File: src/rtl/vrased_rst_ctrl_pkg.sv
// Shared definitions for the VRASED reset sequencer: violation bit map,
// FSM state encoding and the violation vector type.
package vrased_rst_ctrl_pkg;

  localparam int NUM_VIOL = 6;

  localparam int VIOL_XSTACK     = 0;
  localparam int VIOL_AC         = 1;
  localparam int VIOL_ATOMICITY  = 2;
  localparam int VIOL_DMA_AC     = 3;
  localparam int VIOL_DMA_DETECT = 4;
  localparam int VIOL_DMA_XSTACK = 5;

  localparam logic [1:0] ST_IDLE    = 2'd0;
  localparam logic [1:0] ST_HOLD    = 2'd1;
  localparam logic [1:0] ST_WAIT_PC = 2'd2;

  typedef logic [NUM_VIOL-1:0] viol_t;

  function automatic logic viol_any(input viol_t v);
    return |v;
  endfunction

endpackage

File: src/rtl/vrased_sat_cnt.sv
// Saturating up-counter with synchronous clear and increment enable.
module vrased_sat_cnt #(
  parameter int W = 8
) (
  input  logic         clk,
  input  logic         reset,
  input  logic         clr,
  input  logic         inc,
  output logic [W-1:0] count
);

  logic [W-1:0] count_q;

  always_ff @(posedge clk) begin
    if (reset) begin
      count_q <= '0;
    end else if (clr) begin
      count_q <= '0;
    end else if (inc && !(&count_q)) begin
      count_q <= count_q + W'(1);
    end
  end

  assign count = count_q;

endmodule

File: src/rtl/vrased_rst_ctrl.sv
// Stretches VRASED monitor violations into a registered CPU reset, logs the
// cause, then waits for the CPU to refetch from the reset handler.
//
// state      | meaning
// IDLE       | no violation pending, cause log may be cleared
// HOLD       | sys_rst asserted, hold counter running down
// WAIT_PC    | reset released, waiting for pc to hit RESET_HANDLER
module vrased_rst_ctrl
  import vrased_rst_ctrl_pkg::*;
#(
  parameter int          HOLD_CYCLES   = 4,
  parameter logic [15:0] RESET_HANDLER = 16'h0000,
  parameter int          CNT_W         = 8
) (
  input  logic                clk,
  input  logic                reset,
  input  logic [NUM_VIOL-1:0] viol,
  input  logic [15:0]         pc,
  input  logic                clr_cause,
  output logic                sys_rst,
  output logic                busy,
  output logic [NUM_VIOL-1:0] cause,
  output logic [NUM_VIOL-1:0] first_cause,
  output logic [CNT_W-1:0]    viol_count
);

  localparam int HC_W = (HOLD_CYCLES > 1) ? $clog2(HOLD_CYCLES) : 1;
  localparam logic [HC_W-1:0] HOLD_LOAD = HC_W'(HOLD_CYCLES - 1);

  logic [1:0]       state_q, state_d;
  logic [HC_W-1:0]  hold_q, hold_d;
  logic             sys_rst_q, busy_q;
  viol_t            cause_q, cause_d;
  viol_t            first_q, first_d;
  logic             any_viol, new_event, clr_logs;
  logic [CNT_W-1:0] cnt;

  always_comb begin
    any_viol  = viol_any(viol);
    state_d   = state_q;
    hold_d    = hold_q;
    new_event = 1'b0;
    clr_logs  = 1'b0;
    case (state_q)
      ST_IDLE: begin
        if (any_viol) begin
          state_d   = ST_HOLD;
          hold_d    = HOLD_LOAD;
          new_event = 1'b1;
        end else if (clr_cause) begin
          clr_logs = 1'b1;
        end
      end
      ST_HOLD: begin
        // a violation while holding extends the reset but is the same event
        if (any_viol) begin
          hold_d = HOLD_LOAD;
        end else if (hold_q == '0) begin
          state_d = ST_WAIT_PC;
        end else begin
          hold_d = hold_q - 1'b1;
        end
      end
      ST_WAIT_PC: begin
        if (any_viol) begin
          state_d   = ST_HOLD;
          hold_d    = HOLD_LOAD;
          new_event = 1'b1;
        end else if (pc == RESET_HANDLER) begin
          state_d = ST_IDLE;
        end
      end
      default: begin
        state_d = ST_IDLE;
        hold_d  = '0;
      end
    endcase

    cause_d = clr_logs ? '0 : (cause_q | viol);

    first_d = first_q;
    if (clr_logs) begin
      first_d = '0;
    end else if (new_event && (cnt == '0)) begin
      first_d = viol;
    end
  end

  always_ff @(posedge clk) begin
    if (reset) begin
      state_q   <= ST_IDLE;
      hold_q    <= '0;
      sys_rst_q <= 1'b0;
      busy_q    <= 1'b0;
      cause_q   <= '0;
      first_q   <= '0;
    end else begin
      state_q   <= state_d;
      hold_q    <= hold_d;
      sys_rst_q <= (state_d == ST_HOLD);
      busy_q    <= (state_d != ST_IDLE);
      cause_q   <= cause_d;
      first_q   <= first_d;
    end
  end

  vrased_sat_cnt #(
    .W(CNT_W)
  ) u_viol_cnt (
    .clk  (clk),
    .reset(reset),
    .clr  (clr_logs),
    .inc  (new_event),
    .count(cnt)
  );

  assign sys_rst     = sys_rst_q;
  assign busy        = busy_q;
  assign cause       = cause_q;
  assign first_cause = first_q;
  assign viol_count  = cnt;

endmodule

File: config.mk
export PLATFORM = sky130hd
export DESIGN_NAME = vrased_rst_ctrl
export DESIGN_NICKNAME = d
export VERILOG_FILES = /design/src/rtl/vrased_rst_ctrl_pkg.sv /design/src/rtl/vrased_sat_cnt.sv /design/src/rtl/vrased_rst_ctrl.sv
export SDC_FILE = /design/constraint.sdc
export NUM_CORES = 1
export LEC_CHECK = 0
export ABC_AREA = 1
export CORE_MARGIN = 4
export CORE_UTILIZATION = 40
export CTS_CLUSTER_DIAMETER = 40
export DETAILED_ROUTE_END_ITERATION = 10
export PLACE_DENSITY = 0.87
export SYNTH_ARGS = -nofsm -noshare
export SYNTH_HDL_FRONTEND = slang
export SYNTH_SLANG_ARGS = --single-unit
File: constraint.sdc
create_clock -name clk -period 1.2 [get_ports clk]
set_input_delay 0.12 -clock clk [delete_from_list [all_inputs] [get_ports clk]]
set_output_delay 0.12 -clock clk [all_outputs]
set_load 0.01 [all_outputs]
==> impl_metrics.yaml, run 1 <==
yosys:
  ys.warnings.count: 0
  synth_compound_area_share_pct: 10.7
  synth_seq_area_share_pct: 39.8
  synth_top_family_by_area: "simple AND/OR/NAND/NOR gates"
  netlist_area_mm2: 0.00131
  synth_xor_area_share_pct: 2.68
  synth_mux_area_share_pct: 0
  synth_simple_gate_area_share_pct: 35.8
  yosys.area_share.adder_pct: 2.87
  synth_cells: 187
  syn_avg_cell_area_um2: 7.00
  ys_ff_latch: 26
  synth_nets: 215
  synth_cell_types: 21
cells_and_area:
  multi_input_area_um2: 786
  antenna_cells: 0
  mostFrequentLayoutCell: "nand2_1"
  nNetsFinal: 291
  nFillCells: 259
  fin_util_pct: 70.1
  fin_cells: 306
  drive_above_1_share_pct: 33.2
  mostFrequentLayoutCells: "39 x nand2_1, 31 x nor2_1, 22 x buf_4, 20 x clkdlybuf4s50_1, 20 x dlygate4sd2_1"
  area_growth_pct: 66.2
  regArea_um2: 542
setup_path:
  critPathKind: "reg2reg"
  required_ns: 1.45
  crit_fanout: 8
  cp-end-kind: "flip-flop"
  worstSetupStartpointType: "flip-flop"
  cp.arrival_ns: 1.54
pwr:
  p_sw_share_pct: 28.3
  total_power_mw: 1.84
  p_int_mw: 1.32
  power_frac_comb_pct: 27.8
  power_density_mw_per_mm2: 844
  p_switching_mw: 0.520
  p_clk_share_pct: 20.3
  power_frac_seq_pct: 51.9
  ir_drop_mv: 0.496
  total_leakage_power_nw: 1.06
clocking:
  numCtsBuffers: 3
  clk_pin_slew_worst_paths_ns: 0.14
  cts_tree: "yes"
  ctsLongestPathBuffers: 2
  cts.sinks: 26
  cts.htree.levels: 1
  cts-root-buf: "clkbuf_4"
  cts_hold_buf: 0
  clock_latency_ns: 0.31
run_status:
  outcome: "finished with violations"
  violations: "setup timing"
floorplan:
  rows: 20
  coreArea_mm2: 0.00310
  ios: 47
  fp.dieArea_mm2: 0.00425
  die_x_um: 65.2
  start_util_pct: 42.2
  die_y_um: 65.2
detailed_routing:
  vias_per_cell: 4.72
  wirelength_mm: 3.84
  vias: 1445
  first_iter_violations: 92
  drc_errors: 0
  wire_per_inst_um: 12.6
  drtAntennaViolNets: 0
  first_pass_iters: 4
timing:
  finalSetupViolCount: 15
  final.min_clock_period_ns: 1.29
  hold_viol_final: 0
  rsz0062_at_grt: "yes"
  slew_violations: 0
  skew_ns: 0.00463
  fin_hold_ws_ns: 0.143
  fin_ws_ns: -0.0889
  final.setup.tns_ns: -0.646
  finalCritPeriodShare_pct: 107
  fmax_mhz: 776
  max_slew_margin_pct: 85.8
  worstMarginPinSlew_ns: 0.211
grt:
  grt_pass1_wl_mm: 6.02
  antenna_found_initial: 0
  grt.total_usage_pct: 17.4
  first_global_vias: 1414
  overflow: 0
  grt_max_degree: 15
placement:
  io_buffer_count: 46
  dp_hpwl_mm: 2.70
  place_congestion: 0.811
  dpl.cell_count: 295
run:
  cap_violations: 0
worst_hold_path:
  hold_path_class: "in2reg"
logic make-up after synthesis:
kind of cell	count (synthesis)
flip-flops	26
adder cells (fa/ha/maj)	3
XOR/XNOR	4
AND/OR/NAND/NOR	107
buffers and inverters	26
AO/OA/AOI/OAI	21
per-layer routing:
metal / up-vias / track usage (%) / part of all wire [%]
li1: 735 / - / -
met1: 666 / 20.0 / 40
met2: 36 / 31.7 / 53
met3: 8 / 3.59 / 4.4
met4: 0 / 6.22 / 2.0
met5: - / 0 / 0
synthesized netlist by cell type, drive strengths merged:
| master | instances | area share, % |
|---|---|---|
| o22ai | 2 | 0.96 |
| nor2 | 40 | 13 |
| ha | 3 | 2.9 |
| o21ai | 3 | 1.1 |
| inv | 23 | 6.6 |
| nand4 | 3 | 1.4 |
| nand2 | 53 | 17 |
| nand3 | 11 | 4.6 |
| xor2 | 4 | 2.7 |
| a21oi | 15 | 8.0 |
| buf | 3 | 1.6 |
| o211ai | 1 | 0.57 |
| dfxtp | 26 | 40 |
worst max-delay path, stage by stage (launching register included):
cell and delay, ns:
dfxtp_4 0.39, ha_4 0.15, nand2_4 0.06, nor2_4 0.09
inv_2 0.05, nor2_4 0.14, inv_2 0.08, nand2_8 0.10
nand2_2 0.06, a21oi_2 0.11
stage by stage:
| step | setup slack [ns] | cell area, um2 |
|---|---|---|
| finish | -0.0889 | 2170 |
| global route | -0.204 | 2170 |
| CTS | -0.117 | 2070 |
| detailed placement | -0.314 | 2020 |
| global placement | -0.251 | 2020 |
| floorplan | -0.0112 | 1340 |
final timing paths:
| check | start | end | slack [ns] | depth (start not counted) |
|---|---|---|---|---|
| max | u_viol_cnt.count[0] | u_viol_cnt.count[3] | -0.09 | 9 |
| min | viol[5] | cause[5] | 0.14 | 3 |
| max reg2reg | u_viol_cnt.count[0] | u_viol_cnt.count[3] | -0.09 | 9 |
| min reg2reg | first_cause[3] | first_cause[3] | 0.47 | 2 |
sequential cells by signal, indices dropped and copies added (netlist names):
register,count
u_viol_cnt.count,8
sys_rst,1
busy,1
first_cause,6
cause,6
state_q,2
hold_q,2
power by group through the flow:
stage	sequential, mW	combinational (mW)	clock [mW]
6_report	0.953	0.510	0.373
5_1_grt	0.961	0.558	0.433
4_1_cts	0.952	0.472	0.380
3_5_place_dp	0.975	0.488	0
3_3_place_gp	0.973	0.478	0
2_1_floorplan	0.996	0.171	0
repair_timing:
| item | 4_1_cts | 5_1_grt |
|---|---|---|
| gates resized for setup | 41 | 26 |
| cloned | 0 | 2 |
| setup buffers | 1 | 4 |
| pin swaps | 6 | 11 |
| endpoints found under the setup margin | 36 | 28 |
layout make-up:
class,instances,area share [%]
inverters,23,3.97
repair buffers,74,31.2
multi-input cells,135,36.1
flip-flops and latches,26,24.9
clock buffers,4,1.21
well taps,44,2.53
Note: power is estimated with default switching activity, not from simulation.
==> run 2: changes to the inputs <==
- ABC_AREA: 1 -> default
- CORE_UTILIZATION: 40 -> 46
- PLACE_DENSITY: 0.87 -> 0.95
- clock period: 1.2 -> 1.5 ns (I/O delays scaled with it)
==> run 2 against run 1 <==
  * The run still ends with setup timing left
  * Wire length is 72% higher
  * Clock skew is 0.0098 ns higher
  * Count of clock-buffer cells in the layout is 1 lower
  * Critical endpoint is now first_cause[2]
  * Largest power group unchanged
==> impl_metrics.yaml, run 2 <==
run_status:
  outcome: "finished with violations"
  violations: "setup timing"
detailed_routing:
  drtAntennaViolNets: 0
  wirelength_mm: 6.62
  first_pass_iters: 4
  first_iter_violations: 191
  vias: 1616
  drc_errors: 0
  vias_per_cell: 6.60
  wire_per_inst_um: 27.0
yosys:
  ys_ff_latch: 26
  syn_avg_cell_area_um2: 9.03
  yosysTopAreaCell: "dfxtp_1"
  netlist_area_mm2: 0.00118
  ys.flop_type: "dfxtp_1"
  synth_cell_types: 34
  synth.top_cell.area_share_pct: 44.0
  synth_seq_area_share_pct: 44.0
  synth_cells: 131
  ys.warnings.count: 0
  synth_nets: 159
  synth_edf_count: 0
  synthArstFlopShare_pct: 0
  synth.area.top_cells: "dfxtp_1 44%, nor2_1 5.7%, a21oi_1 5.1%"
  ys_top_cells_by_count: "26 x dfxtp_1, 18 x nor2_1, 12 x a21oi_1"
  synth_most_common_cell: "dfxtp_1"
clocking:
  ctsLongestPathBuffers: 2
  cts-root-buf: "clkbuf_4"
  cts_tree: "yes"
  cts_hold_buf: 0
  clock_latency_ns: 0.34
  clk_pin_slew_worst_paths_ns: 0.17
  numCtsBuffers: 3
  cts.sinks: 26
  cts.htree.levels: 1
setup_path:
  r2r_start: "u_viol_cnt.count[1]"
  cp_cell_sequence: "inv_2 > ha_1 > or4b_4 > a211oi_4 > buf_12 > mux2i_1 > nor2_2"
  cp.arrival_ns: 2.20
  slowest_stage: "or4b_4"
  critPathKind: "reg2reg"
  cp-end-kind: "flip-flop"
  crit_fanout: 6
  worstSetupStartpointType: "flip-flop"
  critPathMaxStageDelay_ns: 0.48
  cp-startpoint: "u_viol_cnt.count[1]"
  required_ns: 1.75
grt:
  antenna_found_initial: 0
  overflow: 0
  first_global_vias: 1562
  grt_pass1_wl_mm: 8.05
  grt_max_degree: 16
  grt.total_usage_pct: 31.8
floorplan:
  die_x_um: 58.7
  fp.dieArea_mm2: 0.00345
  die_y_um: 58.7
  rows: 18
  coreArea_mm2: 0.00245
  start_util_pct: 48.2
  ios: 47
pwr:
  ir_drop_mv: 0.863
  power_density_mw_per_mm2: 753
  total_leakage_power_nw: 0.947
placement:
  dpl.cell_count: 233
  place_congestion: 0.834
  io_buffer_count: 46
  dp_hpwl_mm: 3.06
timing:
  worstMarginPinSlew_ns: 0.354
  slew_violations: 0
  final.setup.tns_ns: -4.13
  final.min_clock_period_ns: 1.95
  finalSetupViolCount: 15
  rsz0062_at_grt: "yes"
  fin_ws_ns: -0.449
  max_slew_margin_pct: 76.2
  fmax_mhz: 513
  fin_hold_ws_ns: 0.296
  finalCritPeriodShare_pct: 130
  hold_viol_final: 0
  skew_ns: 0.0144
cells_and_area:
  drive_above_1_share_pct: 44.2
  antenna_cells: 0
  regArea_um2: 538
  fin_cells: 245
  mostFrequentLayoutCells: "36 x clkdlybuf4s50_1, 29 x buf_4, 18 x dfxtp_1, 17 x nor2_1, 9 x buf_6"
  nFillCells: 82
  nNetsFinal: 244
  area_growth_pct: 92.2
  multi_input_area_um2: 818
  mostFrequentLayoutCell: "clkdlybuf4s50_1"
  largest_register_ffs: 8
worst_hold_path:
  hold_path_class: "in2reg"
  hp-start: "viol[2]"
run:
  cap_violations: 0
[run 2: logic make-up (layout without fill, tap and decap cells)]
group | Yosys count | count (layout) | synth area share [%]
DFF | 26 | 26 | 44.0
buffers and inverters | 11 | 95 | 3.81
and+or+nand+nor | 57 | 57 | 27.9
AOI/OAI and AO/OA | 27 | 27 | 15.2
adders and majority gates | 3 | 3 | 3.17
muxes | 6 | 6 | 5.08
xor gates and xnor gates | 1 | 1 | 0.741
[run 2: report_power, final]
| group | internal (mW) | total [mW] | leakage (nW) | switching (mW) |
|---|---|---|---|---|
| logic | 0.241 | 0.442 | 0.700 | 0.201 |
| clock network | 0.271 | 0.511 | 0.0279 | 0.240 |
| registers | 0.725 | 0.759 | 0.219 | 0.0343 |
| total | 1.24 | 1.71 | 0.947 | 0.475 |
[run 2: worst max-delay path: cells and delay by family (launching register included)]
kind,cells,cell delay [ns]
DFF,1,0.40
adders and majority gates,1,0.12
muxes,1,0.31
buffers and inverters,2,0.24
and+or+nand+nor,2,0.55
AOI/OAI and AO/OA,1,0.23
[run 2: worst paths after layout]
kind                                       end  slack (ns)  depth (start not counted)
worst max register to register  first_cause[2]       -0.45                          7
worst min-delay path                  cause[2]        0.30                          4
worst min register to register        cause[2]        0.53                          2
worst max-delay path            first_cause[2]       -0.45                          7
[run 2: cell type report]
type | count | share of cell area, %
Inverter | 6 | 0.991
Sequential cell | 26 | 23.7
Clock buffer | 3 | 0.991
Timing Repair Buffer | 85 | 35.4
Clock inverter | 1 | 1.32
Tap cell | 30 | 1.65
Multi-Input combinational cell | 94 | 36.0
[run 2: per-layer routing]
metal	GRT usage, %	wire length, um
met1	34.0	2360
met2	57.9	3070
met3	6.14	681
met4	17.8	505
met5	0	0
[run 2: repair_timing]
item	4_1_cts	5_1_grt
gates cloned	0	0
gates resized for setup	31	39
buffers inserted	2	6
pin swaps	6	12
setup endpoints to repair	18	15
[run 2: per-stage QoR]
step	worst slack (ns)	utilization [%]	power (mW)	instance area (um2)
3_5_place_dp	-0.355	77.8	1.10	1910
6_report	-0.449	92.6	1.71	2270
5_1_grt	-0.483	92.6	1.74	2270
3_3_place_gp	-0.268	77.8	1.08	1910
2_1_floorplan	-0.216	-	0.888	1190
4_1_cts	-0.324	84.3	1.59	2070
==> run 3: changes to the inputs <==
- CAP_MARGIN: default -> 10
- PLACE_DENSITY: 0.95 -> 0.84
==> run 3 against run 2 <==
  * The run still ends with setup timing left
  * Sequential share of layout area increased by 0.81 points
  * Sequential power fell by 1%
  * Register-to-register slack better by 0.09 ns
  * Die area unchanged
  * Clock power is 2% lower
  * Combinational power decreased by 14%
  * Largest power group unchanged
  * Highest routed layer unchanged
==> impl_metrics.yaml, run 3 (synthesized netlist as in run 2, its figures left out) <==
cells_and_area:
  mostFrequentLayoutCell: "clkdlybuf4s50_1"
  area_growth_pct: 84.6
  largest_register_ffs: 8
  drive_above_1_share_pct: 38.3
  antenna_cells: 0
  mostFrequentLayoutCells: "39 x clkdlybuf4s50_1, 30 x buf_4, 19 x dfxtp_1, 18 x nor2_1, 8 x a21oi_1"
  nNetsFinal: 243
  fin_util_pct: 88.9
timing:
  slew_violations: 0
  final.min_clock_period_ns: 1.86
  fmax_mhz: 539
  finalSetupViolCount: 14
  fin_ws_ns: -0.356
  worstMarginPinSlew_ns: 0.369
  rsz0062_at_grt: "yes"
  hold_viol_final: 0
  finalCritPeriodShare_pct: 124
  fin_hold_ws_ns: 0.475
  max_slew_margin_pct: 75.1
  skew_ns: 0.00419
setup_path:
  worstSetupStartpointType: "flip-flop"
  cp.arrival_ns: 2.09
  required_ns: 1.74
  critPathMaxStageDelay_ns: 0.47
  cp-end-kind: "flip-flop"
  cp_cell_sequence: "inv_2 > ha_1 > or4b_4 > a211oi_4 > buf_12 > mux2i_2 > nor2_2"
  slowest_stage: "or4b_4"
  crit_family: "simple AND/OR/NAND/NOR gates"
  cp.depth: 7
  critPathKind: "reg2reg"
  r2r_cells: 7
  crit_fanout: 6
  crit_buf_inv: 2
clocking:
  cts_tree: "yes"
  cts-root-buf: "clkbuf_4"
  cts_hold_buf: 0
  cts.sinks: 26
  ctsLongestPathBuffers: 2
  clk_pin_slew_worst_paths_ns: 0.16
  clock_latency_ns: 0.33
  numCtsBuffers: 3
  cts.htree.levels: 1
detailed_routing:
  first_pass_iters: 4
  vias_per_cell: 5.64
  wirelength_mm: 4.88
  drtAntennaViolNets: 0
  wire_per_inst_um: 20.0
  vias: 1376
  drc_errors: 0
  first_iter_violations: 59
pwr:
  total_leakage_power_nw: 0.922
  ir_drop_mv: 0.807
  power_density_mw_per_mm2: 748
grt:
  grtUsageMet3_pct: 5.04
  overflow: 0
  met1_usage_pct: 28.2
  antenna_found_initial: 0
  grt_pass1_wl_mm: 6.71
  grt.busiest_layer: "met2"
  grt_max_degree: 16
  first_global_vias: 1416
  grt.total_usage_pct: 26.1
  met2_usage_pct: 47.5
placement:
  dp_hpwl_mm: 2.95
  io_buffer_count: 46
  place_congestion: 0.820
  post-place-ws_ns: -0.372
worst_hold_path:
  hold_path_depth: 3
  hold_path_class: "in2reg"
run_status:
  violations: "setup timing"
  outcome: "finished with violations"
run:
  cap_violations: 0
floorplan:
  die_y_um: 58.7
  start_util_pct: 48.2
  ios: 47
  fp.dieArea_mm2: 0.00345
  die_x_um: 58.7
  coreArea_mm2: 0.00245
  rows: 18
-- run 3: cell count changes in the layout (fill, tap and decap cells not counted), sizes merged --
cell / previous run / this run
buf: 39 / 38
clkdlybuf4s50: 36 / 39
clkdlybuf4s15: 1 / 0
dlymetal6s2s: 4 / 2
-- run 3: power breakdown --
group / total (mW) / internal, mW / switching [mW]
Combinational: 0.381 / 0.221 / 0.160
Clock: 0.502 / 0.270 / 0.231
Sequential: 0.749 / 0.725 / 0.0234
Total: 1.63 / 1.22 / 0.414
-- run 3: cell type report --
cell class	count	area (um2)
multi-input combinational	94	726
fill	93	273
sequential	26	534
clock buffer	3	22.5
tap	30	37.5
timing repair buffer	84	810
clock inverter	1	30.0
inverter	6	22.5
-- run 3: final timing paths --
path	end	from	slack, ns
max reg2reg	first_cause[3]	u_viol_cnt.count[0]	-0.36
min reg2reg	cause[3]	cause[3]	0.50
max	first_cause[3]	u_viol_cnt.count[0]	-0.36
min	cause[3]	viol[3]	0.47
-- run 3: through the flow --
stage / instance area, um2 / total power [mW] / std cells / setup TNS (ns)
after global placement: 1960 / 1.09 / 235 / -4.23
after global routing: 2180 / 1.67 / 244 / -3.80
after CTS: 2080 / 1.60 / 241 / -2.40
after floorplan: 1190 / 0.888 / 131 / -1.61
final: 2180 / 1.63 / 244 / -3.08
after detailed placement: 1960 / 1.11 / 235 / -5.85
-- run 3: timing repair --
action,in CTS,in global routing
setup endpoints to repair,20,16
setup buffers,2,3
pin swaps,4,11
resized for setup,21,19
-- run 3: metal layers --
metal | share of wire (%) | vias up
met3 | 4.9 | 18
met4 | 3.4 | 0
li1 | - | 636
met5 | 0 | -
met2 | 53 | 55
met1 | 38 | 667
-- run 3: worst min-delay path: cells and delay by family --
family,cells,cell delay [ns]
AND/OR/NAND/NOR,2,0.18
buffers and inverters,1,0.46
